## src/rtl/tm1638_pkg.sv

```systemverilog
// tm1638_pkg: shared key-event types for the TM1638 key front end.
// Event word is {kind[1:0], code[2:0]}.
package tm1638_pkg;

  typedef enum logic [1:0] {
    EV_NONE    = 2'b00,
    EV_PRESS   = 2'b01,
    EV_RELEASE = 2'b10,
    EV_REPEAT  = 2'b11
  } ev_kind_e;

  typedef struct packed {
    ev_kind_e   kind;
    logic [2:0] code;
  } ev_t;

  localparam int EV_W = $bits(ev_t);

endpackage

```

## src/rtl/tm1638_event_fifo.sv

```systemverilog
// tm1638_event_fifo: first-word-fall-through event queue.
// Push while full is ignored unless a pop happens in the same cycle.
module tm1638_event_fifo #(
  parameter int width = 5,
  parameter int depth = 4
) (
  input  logic             clk,
  input  logic             rst,
  input  logic             push,
  input  logic [width-1:0] din,
  output logic             full,
  input  logic             pop,
  output logic [width-1:0] dout,
  output logic             empty
);

  localparam int AW = $clog2(depth);

  logic [width-1:0] mem_q [depth];
  logic [AW:0]      wr_q;
  logic [AW:0]      rd_q;
  logic             wr_en;
  logic             rd_en;

  assign empty = (wr_q == rd_q);
  assign full  = (wr_q[AW] != rd_q[AW]) &&
                 (wr_q[AW-1:0] == rd_q[AW-1:0]);
  assign rd_en = pop && !empty;
  assign wr_en = push && (!full || rd_en);
  assign dout  = empty ? '0 : mem_q[rd_q[AW-1:0]];

  // storage write; contents need no reset, output is gated by empty
  always_ff @(posedge clk) begin
    if (wr_en) mem_q[wr_q[AW-1:0]] <= din;
  end

  // read and write pointers
  always_ff @(posedge clk) begin
    if (rst) begin
      wr_q <= '0;
      rd_q <= '0;
    end else begin
      if (wr_en) wr_q <= wr_q + 1'b1;
      if (rd_en) rd_q <= rd_q + 1'b1;
    end
  end

endmodule

```

## src/rtl/tm1638_key_events.sv

```systemverilog
// tm1638_key_events: debounce 8 keys, queue PRESS/RELEASE events.
// Define TM1638_KEY_REPEAT_EN to add auto-repeat REPEAT events.
module tm1638_key_events #(
  parameter int clk_mhz         = 27,
  parameter int DEBOUNCE_MS     = 10,
  parameter int REPEAT_DELAY_MS = 500,
  parameter int REPEAT_RATE_MS  = 100,
  parameter int FIFO_DEPTH      = 4
) (
  input  logic       clk,
  input  logic       rst,
  input  logic [7:0] keys,
  output logic [7:0] key_down,
  output logic       ev_valid,
  input  logic       ev_ready,
  output logic [4:0] ev_data,
  output logic       overflow,
  input  logic       overflow_clr
);

  import tm1638_pkg::*;

  localparam int TICK_N = clk_mhz * 1000;
  localparam int DW     = $clog2(TICK_N);
  localparam logic [7:0] DB_LAST = 8'(DEBOUNCE_MS - 1);

  logic [DW-1:0]   div_q;
  logic            ms_tick;
  logic [7:0][7:0] cnt_q, cnt_d;
  logic [7:0]      kd_q, kd_d;
  logic [7:0]      tog;
  logic [7:0]      rep_fire;
  logic [7:0]      pend_q, pend_d;
  logic [7:0][1:0] pk_q, pk_d;
  logic [2:0]      sel;
  logic            push;
  ev_t             push_ev;
  logic            ff_full;
  logic            ff_empty;
  logic            pop;
  logic            drop;
  logic            ovf_q;
  logic [EV_W-1:0] ff_dout;

  assign ms_tick = (div_q == DW'(TICK_N - 1));

  // free-running 1 ms divider
  always_ff @(posedge clk) begin
    if (rst)          div_q <= '0;
    else if (ms_tick) div_q <= '0;
    else              div_q <= div_q + 1'b1;
  end

  // per-key debounce: count ms ticks of disagreement
  always_comb begin
    cnt_d = cnt_q;
    kd_d  = kd_q;
    tog   = '0;
    for (int i = 0; i < 8; i++) begin
      if (ms_tick) begin
        if (keys[i] != kd_q[i]) begin
          if (cnt_q[i] == DB_LAST) begin
            cnt_d[i] = '0;
            kd_d[i]  = ~kd_q[i];
            tog[i]   = 1'b1;
          end else begin
            cnt_d[i] = cnt_q[i] + 8'd1;
          end
        end else begin
          cnt_d[i] = '0;
        end
      end
    end
  end

`ifdef TM1638_KEY_REPEAT_EN
  localparam int RMAX = (REPEAT_DELAY_MS > REPEAT_RATE_MS) ?
                        REPEAT_DELAY_MS : REPEAT_RATE_MS;
  localparam int RW   = $clog2(RMAX + 1);

  logic [7:0][RW-1:0] rep_q, rep_d;

  // countdown to next REPEAT while a key stays down
  always_comb begin
    rep_d    = rep_q;
    rep_fire = '0;
    for (int i = 0; i < 8; i++) begin
      if (tog[i]) begin
        rep_d[i] = kd_d[i] ? RW'(REPEAT_DELAY_MS) : '0;
      end else if (ms_tick && kd_q[i]) begin
        if (rep_q[i] == RW'(1)) begin
          rep_fire[i] = 1'b1;
          rep_d[i]    = RW'(REPEAT_RATE_MS);
        end else begin
          rep_d[i] = rep_q[i] - 1'b1;
        end
      end
    end
  end

  // repeat timer state
  always_ff @(posedge clk) begin
    if (rst) rep_q <= '0;
    else     rep_q <= rep_d;
  end
`else
  assign rep_fire = '0;
`endif

  // lowest pending key index wins the single enqueue slot
  always_comb begin
    sel = '0;
    for (int i = 7; i >= 0; i--) begin
      if (pend_q[i]) sel = 3'(i);
    end
  end

  assign push         = |pend_q;
  assign push_ev.kind = ev_kind_e'(pk_q[sel]);
  assign push_ev.code = sel;
  assign pop          = !ff_empty && ev_ready;
  assign drop         = push && ff_full && !pop;

  // pending flags: new toggle overrides any unqueued flag
  always_comb begin
    pend_d = pend_q;
    pk_d   = pk_q;
    if (push) pend_d[sel] = 1'b0;
    for (int i = 0; i < 8; i++) begin
      if (tog[i]) begin
        pend_d[i] = 1'b1;
        pk_d[i]   = kd_d[i] ? EV_PRESS : EV_RELEASE;
      end else if (rep_fire[i]) begin
        pend_d[i] = 1'b1;
        pk_d[i]   = EV_REPEAT;
      end
    end
  end

  // key state, pending events and sticky overflow
  always_ff @(posedge clk) begin
    if (rst) begin
      cnt_q  <= '0;
      kd_q   <= '0;
      pend_q <= '0;
      pk_q   <= '0;
      ovf_q  <= 1'b0;
    end else begin
      cnt_q  <= cnt_d;
      kd_q   <= kd_d;
      pend_q <= pend_d;
      pk_q   <= pk_d;
      if (drop)              ovf_q <= 1'b1;
      else if (overflow_clr) ovf_q <= 1'b0;
    end
  end

  tm1638_event_fifo #(
    .width (EV_W),
    .depth (FIFO_DEPTH)
  ) u_fifo (
    .clk   (clk),
    .rst   (rst),
    .push  (push),
    .din   (push_ev),
    .full  (ff_full),
    .pop   (pop),
    .dout  (ff_dout),
    .empty (ff_empty)
  );

  assign key_down = kd_q;
  assign ev_valid = !ff_empty;
  assign ev_data  = ff_dout;
  assign overflow = ovf_q;

endmodule

```

## config.mk

```make
export PLATFORM = sky130hd
export DESIGN_NAME = tm1638_key_events
export DESIGN_NICKNAME = d
export VERILOG_FILES = /design/src/rtl/tm1638_pkg.sv /design/src/rtl/tm1638_event_fifo.sv /design/src/rtl/tm1638_key_events.sv
export SDC_FILE = /design/constraint.sdc
export NUM_CORES = 1
export LEC_CHECK = 0
export ABC_AREA = 0
export CELL_PAD_IN_SITES_DETAIL_PLACEMENT = 1
export CELL_PAD_IN_SITES_GLOBAL_PLACEMENT = 2
export CORE_ASPECT_RATIO = 0.6
export CORE_MARGIN = 3
export CORE_UTILIZATION = 40
export CTS_BUF_LIST = sky130_fd_sc_hd__clkbuf_4 sky130_fd_sc_hd__clkbuf_8
export DETAILED_ROUTE_END_ITERATION = 7
export PLACE_DENSITY_LB_ADDON = 0.08
export RECOVER_POWER = 100
export SYNTH_ARGS = -nofsm -noshare
export SYNTH_HDL_FRONTEND = slang
export SYNTH_SLANG_ARGS = --single-unit
```

## constraint.sdc

```tcl
create_clock -name clk -period 2.36 [get_ports clk]
set_input_delay 0.708 -clock clk [delete_from_list [all_inputs] [get_ports clk]]
set_output_delay 0.708 -clock clk [all_outputs]
set_load 0.02 [all_outputs]
```

==> results.json <==
{
  "die_w_um": 175,
  "crit_path_start_kind": "flip-flop",
  "drive_above_1_share_pct": 13.5,
  "yosysSeqAreaShare_pct": 43.8,
  "crit_fanout": 5,
  "synth_top_cells_by_count": "dfxtp_1 (120), o21ai_0 (90), nor2_1 (74), nand2_1 (72), a21oi_1 (63)",
  "violations": "negative setup slack",
  "synth_top_area_share_pct": 35.0,
  "die_y_um": 107,
  "place_inst": 1042,
  "ys_warn_count": 0,
  "grt_pass1_wl_mm": 31.1,
  "grt_overflow": 0,
  "areaGrowthSynthToFinish_pct": 16.4,
  "cp-end-kind": "output pin",
  "syn_area_per_cell_um2": 8.78,
  "yosys-top-cells-area": "dfxtp_1 (35%), edfxtp_1 (8.8%), o21ai_0 (6.6%), a21oi_1 (4.6%), nor2_1 (4.0%)",
  "cts_tree": "done",
  "finalSetupTns_ps": -159,
  "status": "finished, violations left",
  "leakagePower_nw": 2.78,
  "cts_root_buf": "clkbuf_8",
  "first_pass_iters": 4,
  "io_pins": 27,
  "instances_no_fill": 1078,
  "io_buffers": 26,
  "finalCriticalPeriod_ps": 2400,
  "setup_viol": 5,
  "cap_violations": 0,
  "cts_buffers": 17,
  "syn_nets": 815,
  "p_per_area_nw_per_um2": 586,
  "yosysTopAreaCell": "dfxtp_1",
  "viasPerCell": 5.50,
  "use_met2_pct": 31.4,
  "critPathKind": "flip-flop to output pin",
  "row_count": 36,
  "clkSlewWorstSetupHoldPaths_ps": 80,
  "clkLatencyLatePin_ps": 450,
  "setup_slack_ps": -40.7,
  "grt_pass1_vias": 6102,
  "ys.flop_type": "dfxtp_1",
  "syn-cell-area_um2": 6860,
  "use_met1_pct": 29.3,
  "wire_per_inst_um": 16.8,
  "fin_util_pct": 48.3,
  "hold_class": "flip-flop to flip-flop",
  "synth_edf_count": 20,
  "core_area_um2": 16500,
  "gp_congestion": 0.819,
  "dpl.hpwl_mm": 13.1,
  "rrSetupSlack_ps": 60,
  "slew_headroom_pct": 47.5,
  "synthCells": 781,
  "met3_usage_pct": 4.51,
  "vdd_ir_drop_max_mv": 0.256,
  "antennaDiodeCount": 0,
  "cts_buffer_depth": 2,
  "synth.most_common_cell": "dfxtp_1",
  "antenna_found_initial": 0,
  "cp.required_ps": 1650,
  "r2r_start": "cnt_q[32]$_SDFFE_PP0N_",
  "grtUsageTotal_pct": 20.4,
  "period_share_pct": 102,
  "multi_input_area_um2": 3620,
  "hold_viol_final": 0,
  "drc_errors": 0,
  "dieArea_um2": 18800,
  "drt_iter0_drc": 394,
  "fmax_ghz": 0.417,
  "rsz0062_at_grt": "true",
  "fill_cells": 1949,
  "design_area_um2": 7980,
  "fin_worst_skew_ps": 10.8,
  "endpoint": "ev_data[0]",
  "final_net_count": 871,
  "top_usage_layer": "met2",
  "vias": 5930,
  "tightestPinTransition_ps": 788,
  "synthDistinctLibCells": 57,
  "cts_htree_levels": 4,
  "grt_max_degree": 72,
  "rr_endpoint": "cnt_q[36]$_SDFFE_PP0N_",
  "slew_viol_final": 0,
  "regArea_um2": 3010,
  "synth_seq_cells": 140,
  "ant_nets": 0,
  "start_util_pct": 41.5,
  "rr_worst_depth": 7,
  "cp.arrival_ps": 1690,
  "place_area_um2": 7590,
  "cts_sinks": 140,
  "wl_mm": 18.1,
  "async_flop_share_pct": 0,
  "p_total_mw": 4.68
}
## kinds of logic after synthesis
| kind of cell | synth area share, % |
|---|---|
| flops | 43.8 |
| simple gates | 25.5 |
| buf+inv | 3.21 |
| mux | 2.43 |
| compound gates | 18.0 |
| fa+ha+maj | 4.01 |
| xor+xnor | 3.06 |
## metrics by stage
| stage | worst slack [ps] | hold slack [ps] |
|---|---|---|
| after floorplan | 326 | 413 |
| after global placement | -108 | 426 |
| after detailed placement | -146 | 452 |
| after CTS | -87.9 | 459 |
| after global routing | -124 | 488 |
| final | -40.7 | 467 |
## placed cells by master, fill, tap and decap left out, types with 8 or more instances in the layout
master	netlist	routed
a21o_1	8	8
a21oi_1	63	63
a31oi_1	8	8
and3_1	22	22
buf_4	1	24
clkbuf_1	18	8
clkbuf_8	0	17
clkdlybuf4s50_1	0	16
dfxtp_1	120	115
edfxtp_1	20	20
ha_1	22	22
inv_1	24	24
nand2_1	72	72
nand2b_1	10	10
nand3_1	41	41
nand3b_1	13	13
nor2_1	74	74
nor2b_1	10	10
nor3_1	18	18
nor4_1	8	8
o21ai_0	90	91
o31ai_1	14	14
xor2_1	17	17
## worst min path at each step
stage,startpoint,endpoint,slack (ps),cells past startpoint
floorplan,div_q[0]$_SDFF_PP0_,div_q[0]$_SDFF_PP0_,410,1
global placement,div_q[0]$_SDFF_PP0_,div_q[0]$_SDFF_PP0_,430,1
detailed placement,div_q[0]$_SDFF_PP0_,div_q[0]$_SDFF_PP0_,450,1
CTS,rst,div_q[2]$_SDFF_PP0_,460,2
global route,rst,div_q[2]$_SDFF_PP0_,490,2
finish,div_q[0]$_SDFF_PP0_,div_q[0]$_SDFF_PP0_,470,1
## report_power, final
group	switching (mW)	total, mW	internal, mW
Clock	0.994	2.05	1.06
Sequential	0.0126	2.44	2.43
Combinational	0.108	0.188	0.0794
## state kept, by name (all words and copies together) (netlist names), named ones only
signal and flops:
pk_q 16, u_fifo.rd_q 3, pend_q 8, key_down 8, div_q 15, overflow 1, u_fifo.wr_q 3, u_fifo.mem_q 20
cnt_q 64
## worst max-delay path, stage by stage (launching register included)
cell     delay [ps]
dfxtp_2         350
buf_12          120
mux4_2          500
and2_4          150
buf_6           120
## per-layer routing
metal  wire, um  share of wire [%]  vias to the layer above
met5          0                  0                        -
met4        167               0.92                        0
met3        463                2.6                       16
met2       7920                 44                       58
met1       9530                 53                     2937
li1           -                  -                     2919
## layout make-up
type,count,area share (%)
clock buffers,18,3.02
clock inverters,14,2.13
inverters,24,1.13
multi-input cells,588,45.3
flip-flops and latches,140,37.7
well taps,228,3.57
repair buffers,66,7.13
## what timing repair did
action,CTS,global route
hold buffers,0,0
gates resized for setup,40,11
setup buffers,3,1
setup endpoints to repair,6,33
pin swaps,4,3
No activity file was read; power rests on OpenSTA's default activity.
